<file path="config.mk">
export PLATFORM = sky130hd
export DESIGN_NAME = apb_reg_slave
export DESIGN_NICKNAME = d
export VERILOG_FILES = /design/src/rtl/apb_reg_slave.sv
export SDC_FILE = /design/constraint.sdc
export NUM_CORES = 1
export LEC_CHECK = 0
export ABC_CLOCK_PERIOD_IN_PS = 2100
export CAP_MARGIN = 25
export CORE_MARGIN = 2
export CORE_UTILIZATION = 55
export DETAILED_ROUTE_END_ITERATION = 8
export PLACE_DENSITY = 0.79
export SETUP_SLACK_MARGIN = 0.2
export SLEW_MARGIN = 20
export SYNTH_ARGS = -nofsm -noshare
export SYNTH_HDL_FRONTEND = slang
export SYNTH_SLANG_ARGS = --single-unit
</file>
<file path="constraint.sdc">
create_clock -name PCLK -period 2.1 [get_ports PCLK]
set_input_delay 0.315 -clock PCLK [delete_from_list [all_inputs] [get_ports PCLK]]
set_output_delay 0.315 -clock PCLK [all_outputs]
set_load 0.02 [all_outputs]
</file>
<file path="src/rtl/apb_reg_slave.sv">
// APB3 completer with a small register bank.
//   idx 0      : CTRL    (rw, mirrored on ctrl_o)
//   idx 1      : STATUS  (ro, returns live status_i)
//   idx 2..N-1 : SCRATCH (rw)
// Byte address PADDR, register index = PADDR >> 2.
// Optional build macro APB_SLV_WAIT_EN: inserts WAIT_CYCLES wait states per
// transfer. Without it every transfer completes on its first access cycle.
//
// Completion (PREADY, PSLVERR, PRDATA) is decoded from the live APB inputs so
// that a zero-wait transfer can complete in the same cycle PENABLE rises. The
// FSM and the wait counter are registered, and all register-bank writes are
// committed on the rising edge that ends the completion cycle.
module apb_reg_slave #(
  parameter int PADDR_SIZE  = 16,
  parameter int PDATA_SIZE  = 32,
  parameter int NREGS       = 8,
  parameter int WAIT_CYCLES = 2
) (
  input  logic                    PCLK,
  input  logic                    PRESETn,
  input  logic                    PSEL,
  input  logic                    PENABLE,
  input  logic [PADDR_SIZE-1:0]   PADDR,
  input  logic [PDATA_SIZE/8-1:0] PSTRB,
  input  logic [PDATA_SIZE-1:0]   PWDATA,
  input  logic                    PWRITE,
  output logic [PDATA_SIZE-1:0]   PRDATA,
  output logic                    PREADY,
  output logic                    PSLVERR,
  output logic [PDATA_SIZE-1:0]   ctrl_o,
  input  logic [PDATA_SIZE-1:0]   status_i
);

  localparam int NLANES = PDATA_SIZE / 8;
  localparam int IDX_W  = (NREGS > 1) ? $clog2(NREGS) : 1;
  localparam int AIDX_W = PADDR_SIZE - 2;

  // ST_ACCESS means an access phase is in progress past its first cycle,
  // i.e. the completer is holding the master in wait states.
  typedef enum logic {
    ST_IDLE   = 1'b0,
    ST_ACCESS = 1'b1
  } state_t;

  state_t                r_state;
  logic [PDATA_SIZE-1:0] r_regs [NREGS];

`ifdef APB_SLV_WAIT_EN
  localparam int CNT_W = (WAIT_CYCLES > 0) ? $clog2(WAIT_CYCLES + 1) : 1;
  logic [CNT_W-1:0] r_count;
`endif

  logic              w_access;
  logic [AIDX_W-1:0] w_idx;
  logic [IDX_W-1:0]  w_sel;
  logic              w_is_status;
  logic              w_err;
  logic              w_ready;
  logic              w_commit;
  logic [PDATA_SIZE-1:0] w_rdata;

  assign w_access    = PSEL & PENABLE;
  assign w_idx       = PADDR[PADDR_SIZE-1:2];
  assign w_sel       = w_idx[IDX_W-1:0];
  assign w_is_status = (w_idx == AIDX_W'(1));

  // Misaligned, out of range, or a write to the read-only STATUS word.
  assign w_err = (PADDR[1:0] != 2'b00)
               | (w_idx >= AIDX_W'(NREGS))
               | (PWRITE & w_is_status);

  // The counter is 0 on the first access cycle, so it counts access cycles
  // already spent; completion is when it reaches WAIT_CYCLES. Reset forces
  // completion low so a transfer caught by reset never reports done.
`ifdef APB_SLV_WAIT_EN
  assign w_ready = PRESETn & w_access & (r_count == CNT_W'(WAIT_CYCLES));
`else
  assign w_ready = PRESETn & w_access;
`endif

  assign w_commit = w_ready & PWRITE & ~w_err;
  assign w_rdata  = w_is_status ? status_i : r_regs[w_sel];

  // Response bus is quiet (all zero) outside the completion cycle.
  assign PREADY  = w_ready;
  assign PSLVERR = w_ready & w_err;
  assign PRDATA  = (w_ready & ~w_err & ~PWRITE) ? w_rdata : '0;
  assign ctrl_o  = r_regs[0];

  // Transfer FSM: track wait states and drop back to idle on completion or
  // when the master abandons the access phase.
  always_ff @(posedge PCLK or negedge PRESETn) begin
    if (!PRESETn) begin
      r_state <= ST_IDLE;
`ifdef APB_SLV_WAIT_EN
      r_count <= '0;
`endif
    end else begin
      case (r_state)
        ST_IDLE: begin
          if (w_access && !w_ready) begin
            r_state <= ST_ACCESS;
`ifdef APB_SLV_WAIT_EN
            r_count <= CNT_W'(1);
`endif
          end
        end
        ST_ACCESS: begin
          if (!w_access || w_ready) begin
            r_state <= ST_IDLE;
`ifdef APB_SLV_WAIT_EN
            r_count <= '0;
`endif
          end else begin
`ifdef APB_SLV_WAIT_EN
            r_count <= r_count + CNT_W'(1);
`endif
          end
        end
        default: begin
          r_state <= ST_IDLE;
`ifdef APB_SLV_WAIT_EN
          r_count <= '0;
`endif
        end
      endcase
    end
  end

  // Register bank: byte-lane write on a committing completion; STATUS is
  // never written because writes to it are always flagged as errors.
  always_ff @(posedge PCLK or negedge PRESETn) begin
    if (!PRESETn) begin
      for (int i = 0; i < NREGS; i++) begin
        r_regs[i] <= '0;
      end
    end else if (w_commit) begin
      for (int b = 0; b < NLANES; b++) begin
        if (PSTRB[b]) begin
          r_regs[w_sel][8*b +: 8] <= PWDATA[8*b +: 8];
        end
      end
    end
  end

endmodule

</file>
==> results_dict.tcl, run 1 <==
set metrics [dict create \
    status "finished with violations" \
    failed_checks "setup timing" \
    hold_ws_ps 373.2 \
    cts_tree "done" \
    hold_path_class "reg -> reg" \
    ys_seq_elements 256 \
    cts-root-buf "clkbuf_16" \
    antenna_found_initial 1 \
    antenna_cells 0 \
    rsz0062_at_grt "yes" \
    grt_overflow 0 \
    combPwrFrac_pct 8.4 \
    slowest_delay_ps 390 \
    syn_to_final_growth_pct 43.27 \
    p_leak_nw 8.914 \
    p_clk_share_pct 47.1 \
    critPathLaunchType "register" \
    grt_max_degree 63 \
    clkSlewWorstSetupHoldPaths_ps 60 \
    grt_pass1_vias 9703 \
    die_x_um 153.6 \
    ant_nets 0 \
    routed_via_density 6.205 \
    numCtsBuffers 27 \
    power_density_mw_per_mm2 628.8 \
    switching_share_pct 23.20 \
    track_usage_pct 29.97 \
    fmaxAchievable_mhz 418.6 \
    grt_pass1_wl_um 55210 \
    post-place-ws_ps -921.4 \
    synth-main-ff-cell "dfrtp_1" \
    slowest_stage "dfrtp_1" \
    maxSlewViolCount 0 \
    wl_um 38180 \
    dp_hpwl_um 21790 \
    timing.final.crit_share_pct 113.8 \
    critPathArrivalTime_ps 2070 \
    htreeDepth 1 \
    crit_fanout 2 \
    gr-usage-met3_pct 5.130 \
    drc 0 \
    switchingPower_w 0.002572 \
    endpoint_kind "primary output" \
    clk_latency_ps 540 \
    fp-row-count 54 \
    boundaryPins 155 \
    fin_ws_ps -289.0 \
    cap_violations 0 \
    syn_inst 929 \
    die_area_sq_mm 0.02358 \
    crit_chain "mux2i_1 > and2_0 > o32ai_1 > o211ai_1 > a21oi_2 > buf_6" \
    use_met1_pct 40.53 \
    clkSinkCount 256 \
    ys_types 46 \
    wl_per_cell_um 25.96 \
    yosysSeqAreaShare_pct 52.06 \
    tightest_slew_ps 793.0 \
    syn_area_sq_mm 0.01230 \
    setup_viol 89 \
    io_buffers 154 \
    syn-num-nets 1018 \
    ir_worst_vdd_mv 0.5926 \
    die_h_um 153.6 \
    synth_edf_count 0 \
    critical_path_required_ps 1780 \
    fill_cells 1103 \
    clockBufferDepth 3 \
    post_route_cells_drive_above_1_share_pct 54.58 \
    seqPwrFrac_pct 44.5 \
    maxSlewHeadroom_pct 47.14 \
    timing_worst_setup_path_type "reg -> out" \
    p_int_w 0.008514 \
    synth_warnings 0 \
    grt-busiest-layer "met2" \
    drtIter0Drc 744 \
    syn_avg_cell_area_sq_um 13.24 \
    place_congestion 0.8145 \
    grt_util_met2_pct 48.61 \
    period_minus_slack_ps 2389 \
    num_vias 9128 \
    drt-pass1-iter-count 5 \
    ys_async_sr_fraction_pct 100.0 \
    start_util_pct 56.21 \
    finalClockSkew_ps 0 \
    coreArea_sq_mm 0.02189 \
    fin_nets 1260 \
    place_area_sq_mm 0.01547 \
    final_area_sq_mm 0.01763 \
    final_hold_viol_count 0 \
]
final timing paths:
check / endpoint / start / depth (start not counted) / slack [ps]
max: PRDATA[23] / r_regs[183] / 6 / -290
min: r_regs[204] / r_regs[204] / 0 / 370
max reg2reg: r_regs[187] / r_regs[187] / 3 / 1060
min reg2reg: r_regs[204] / r_regs[204] / 0 / 370
max in group asynchronous: r_regs[104] / PRESETn / 4 / 460
min in group asynchronous: r_regs[4] / PRESETn / 3 / 420
cell families after synthesis:
logic type	share of synthesized area, %
compound gates	6.172
flops	52.06
mux	29.26
simple gates	7.799
buf+inv	4.708
layer usage:
| metal | vias up | wire length (um) |
|---|---|---|
| met1 | 4688 | 15220 |
| met2 | 490 | 18550 |
| met5 | - | 0 |
| met4 | 0 | 1761 |
| met3 | 118 | 2658 |
| li1 | 3832 | - |
cell usage after synthesis, drive strengths merged (5+ instances only):
master / count / area share [%]
buf: 61 / 3.2
mux4: 22 / 4.0
or3: 5 / 0.25
a21oi: 28 / 1.1
nand3: 12 / 0.59
mux2i: 30 / 2.4
o21ai: 13 / 0.53
clkbuf: 47 / 1.4
nand2b: 7 / 0.36
o221ai: 11 / 0.78
o211ai: 6 / 0.37
nor3: 12 / 0.66
o22ai: 26 / 1.3
mux2: 249 / 23
nor2: 32 / 2.6
a211oi: 17 / 1.0
nand2: 50 / 1.5
dfrtp: 256 / 52
and2: 11 / 0.56
worst max-delay path: cells and delay by family (launching register included):
family,cells,cell delay [ps]
AOI/OAI and AO/OA,3,740
DFF,1,390
muxes,1,100
buffers and inverters,1,140
and+or+nand+nor,1,170
layout by cell type (no fill, tap or decap), types with 26 or more instances in the layout:
master and instances:
mux2_4 105, clkdlybuf4s50_1 88, buf_4 103, clkbuf_16 27, nand2_1 26, mux2_2 137
buf_12 28, dfrtp_1 256, buf_6 50, mux2i_1 30
layout make-up:
cell class / count / area, sq um / area share, %
inverters: 2 / 15.01 / 0.08517
well taps: 280 / 350.3 / 1.987
flip-flops and latches: 256 / 6406 / 36.34
clock inverters: 9 / 155.1 / 0.8801
repair buffers: 321 / 3420 / 19.40
multi-input cells: 563 / 6467 / 36.69
clock buffers: 40 / 814.5 / 4.621
through the flow:
step	instances	setup TNS (ps)	power [W]	util [%]
2_1_floorplan	929	0	0.005298	-
3_3_place_gp	1386	-141280	0.005820	70.66
3_5_place_dp	1386	-145330	0.005829	70.66
4_1_cts	1464	-5465	0.01099	78.32
5_1_grt	1471	-9823	0.01136	80.53
6_report	1471	-8182	0.01109	80.53
registers in the layout, summed over array words and instances (netlist names):
| register | cells |
|---|---|
| r_regs | 224 |
| ctrl_o | 32 |
power groups by stage:
stage	Clock, W	Combinational [W]	Sequential [W]
after CTS	0.00519	0.000865	0.00493
after detailed placement	0	0.000806	0.00502
after floorplan	0	0.000274	0.00502
final	0.00522	0.000934	0.00493
after global routing	0.00544	0.000987	0.00493
after global placement	0	0.000797	0.00502
timing repair:
item / CTS / global route
endpoints found under the hold margin: 40 / 0
setup buffers: 23 / 7
pin swaps: 35 / 32
hold buffers: 1 / 0
setup endpoints to repair: 264 / 314
resized for setup: 315 / 119
gates cloned: 5 / 0
Power figures use the tool's default switching activity.
==> run 2, diff against run 1 <==
--- a/config.mk
+++ b/config.mk
@@ -12,6 +12,7 @@
 export DETAILED_ROUTE_END_ITERATION = 8
 export PLACE_DENSITY = 0.79
 export SETUP_SLACK_MARGIN = 0.2
+export SKIP_CTS_REPAIR_TIMING = 1
 export SLEW_MARGIN = 20
 export SYNTH_ARGS = -nofsm -noshare
 export SYNTH_HDL_FRONTEND = slang
==> constraint.sdc (replaced) <==
create_clock -name PCLK -period 2.1 [get_ports PCLK]
set_input_delay 0.525 -clock PCLK [delete_from_list [all_inputs] [get_ports PCLK]]
set_output_delay 0.525 -clock PCLK [all_outputs]
set_load 0.02 [all_outputs]
==> run 2 against run 1 <==
The run still ends with setup timing left. Sequential cell count stayed put. Sequential power hardly changed. Sequential share of layout area is 0.64 points higher. Total power is 0.80% higher. Hold slack worse by 270 ps. Cell count is 0.88% higher. Count of clock-buffer cells in the layout is 6 lower. Largest cell class is now registers.
==> results_dict.tcl, run 2 (synthesis results as in run 1) <==
set metrics [dict create \
    status "finished with violations" \
    failed_checks "setup timing" \
    endpoint_kind "primary output" \
    regMostFlops "r_regs" \
    slowest_delay_ps 530 \
    crit_chain "buf_6 > nor4_4 > nand3_4 > or3_4 > clkbuf_16 > o211ai_1 > a21oi_2 > buf_4" \
    fmaxAchievable_mhz 363.1 \
    fin_tns_setup_ps -22440 \
    critPathLaunchType "input port" \
    clk_latency_ps 520 \
    drt-pass1-iter-count 5 \
    fp-row-count 54 \
    power_density_mw_per_mm2 645.1 \
    dp_hpwl_um 22060 \
    final_common_cell "dfrtp_1" \
    critPathArrivalTime_ps 2230 \
    final_hold_viol_count 0 \
    clockBufferDepth 3 \
    boundaryPins 155 \
    grt_pass1_vias 9083 \
    power_w 0.01117 \
    drtIter0Drc 597 \
    antenna_cells 0 \
    mostFrequentLayoutCells "256 x dfrtp_1, 142 x mux2_2, 142 x buf_4" \
    numCtsBuffers 27 \
    start_util_pct 56.21 \
    cap_violations 0 \
    p_leak_nw 9.069 \
    hold_path_class "in -> async" \
    ir_worst_vdd_mv 0.4979 \
    period_minus_slack_ps 2754 \
    switchingPower_w 0.002475 \
    coreArea_sq_mm 0.02189 \
    place_area_sq_mm 0.01574 \
    track_usage_pct 27.75 \
    fin_nets 1273 \
    clkSinkCount 256 \
    maxSlewViolCount 0 \
    wl_per_cell_um 23.67 \
    final_area_sq_mm 0.01732 \
    tightest_slew_ps 829.2 \
    htreeDepth 1 \
    die_x_um 153.6 \
    cts_tree "done" \
    syn_to_final_growth_pct 40.78 \
    routed_via_density 5.962 \
    post-place-ws_ps -1357 \
    largest_reg_flops 224 \
    timing.final.crit_share_pct 131.1 \
    wl_um 35130 \
    grt_overflow 0 \
    ant_nets 0 \
    timing_worst_setup_path_type "in -> out" \
    fin_cells 1484 \
    maxSlewHeadroom_pct 44.72 \
    slowest_stage "or3_4" \
    die_h_um 153.6 \
    switching_share_pct 22.15 \
    critical_path_required_ps 1570 \
    fin_ws_ps -653.8 \
    setup_viol 130 \
    crit_fanout 8 \
    clkSlewWorstSetupHoldPaths_ps 60 \
    grt_max_degree 143 \
    seqPwrFrac_pct 44.1 \
    die_area_sq_mm 0.02358 \
    io_buffers 154 \
    p_clk_share_pct 48.2 \
    combPwrFrac_pct 7.7 \
    drc 0 \
    post_route_cells_drive_above_1_share_pct 53.41 \
    p_int_w 0.008698 \
    grt_pass1_wl_um 51880 \
    finalClockSkew_ps 0 \
    dp.cells 1420 \
    rsz0062_at_grt "yes" \
    antenna_found_initial 0 \
    cts-root-buf "clkbuf_16" \
    place_congestion 0.8115 \
    num_vias 8847 \
]
run 2: cell types whose count changed in the layout (fill, tap and decap cells not counted), sizes merged:
cell	previous run	this run
dlygate4sd3	1	0
dlygate4sd2	8	0
clkinvlp	0	2
inv	4	2
clkbuf	44	54
bufbuf	1	0
clkdlybuf4s50	88	71
bufinv	4	7
dlymetal6s2s	10	36
clkinv	3	6
clkdlybuf4s15	2	0
run 2: power by group through the flow:
stage / Sequential [W] / Clock (W) / Combinational (W)
floorplan: 0.00502 / 0 / 0.000275
global placement: 0.00502 / 0 / 0.000787
detailed placement: 0.00502 / 0 / 0.000793
CTS: 0.00493 / 0.00542 / 0.000802
global route: 0.00493 / 0.00564 / 0.000917
finish: 0.00493 / 0.00538 / 0.000858
run 2: worst paths after layout:
kind	endpoint	cells past startpoint	from	slack (ps)
worst max-delay path	PRDATA[23]	8	PADDR[7]	-650
worst max register to register	ctrl_o[11]	2	ctrl_o[11]	1180
worst min-delay path	ctrl_o[11]	2	PRESETn	110
min in group PCLK	r_regs[192]	0	r_regs[192]	370
max in group asynchronous	r_regs[210]	3	PRESETn	660
worst min register to register	r_regs[192]	0	r_regs[192]	370
run 2: area by class of cell:
class	count	area [sq um]
fill	1210	4569
clock inverter	15	255.2
sequential	256	6406
inverter	2	7.507
clock buffer	34	752.0
multi-input combinational	563	6208
tap	280	350.3
timing repair buffer	334	3342
run 2: critical path, delay by kind of cell:
| kind | cells | cell delay, ps |
|---|---|---|
| compound gates | 2 | 200 |
| buf+inv | 3 | 480 |
| simple gates | 3 | 1020 |
run 2: layer usage:
layer  track usage, %  vias up  wire (um)
met2            46.24      334      17440
met5                0        -          0
met3            3.720       77       1894
li1                 -     3837          -
met1            38.97     4599      14790
met4            7.165        0       1000
run 2: through the flow:
stage          hold WS, ps  utilization, %
3_5_place_dp         362.2           71.90
2_1_floorplan        229.4               -
5_1_grt              150.4           79.13
3_3_place_gp         360.6           71.90
4_1_cts              120.7           76.50
6_report             106.0           79.13
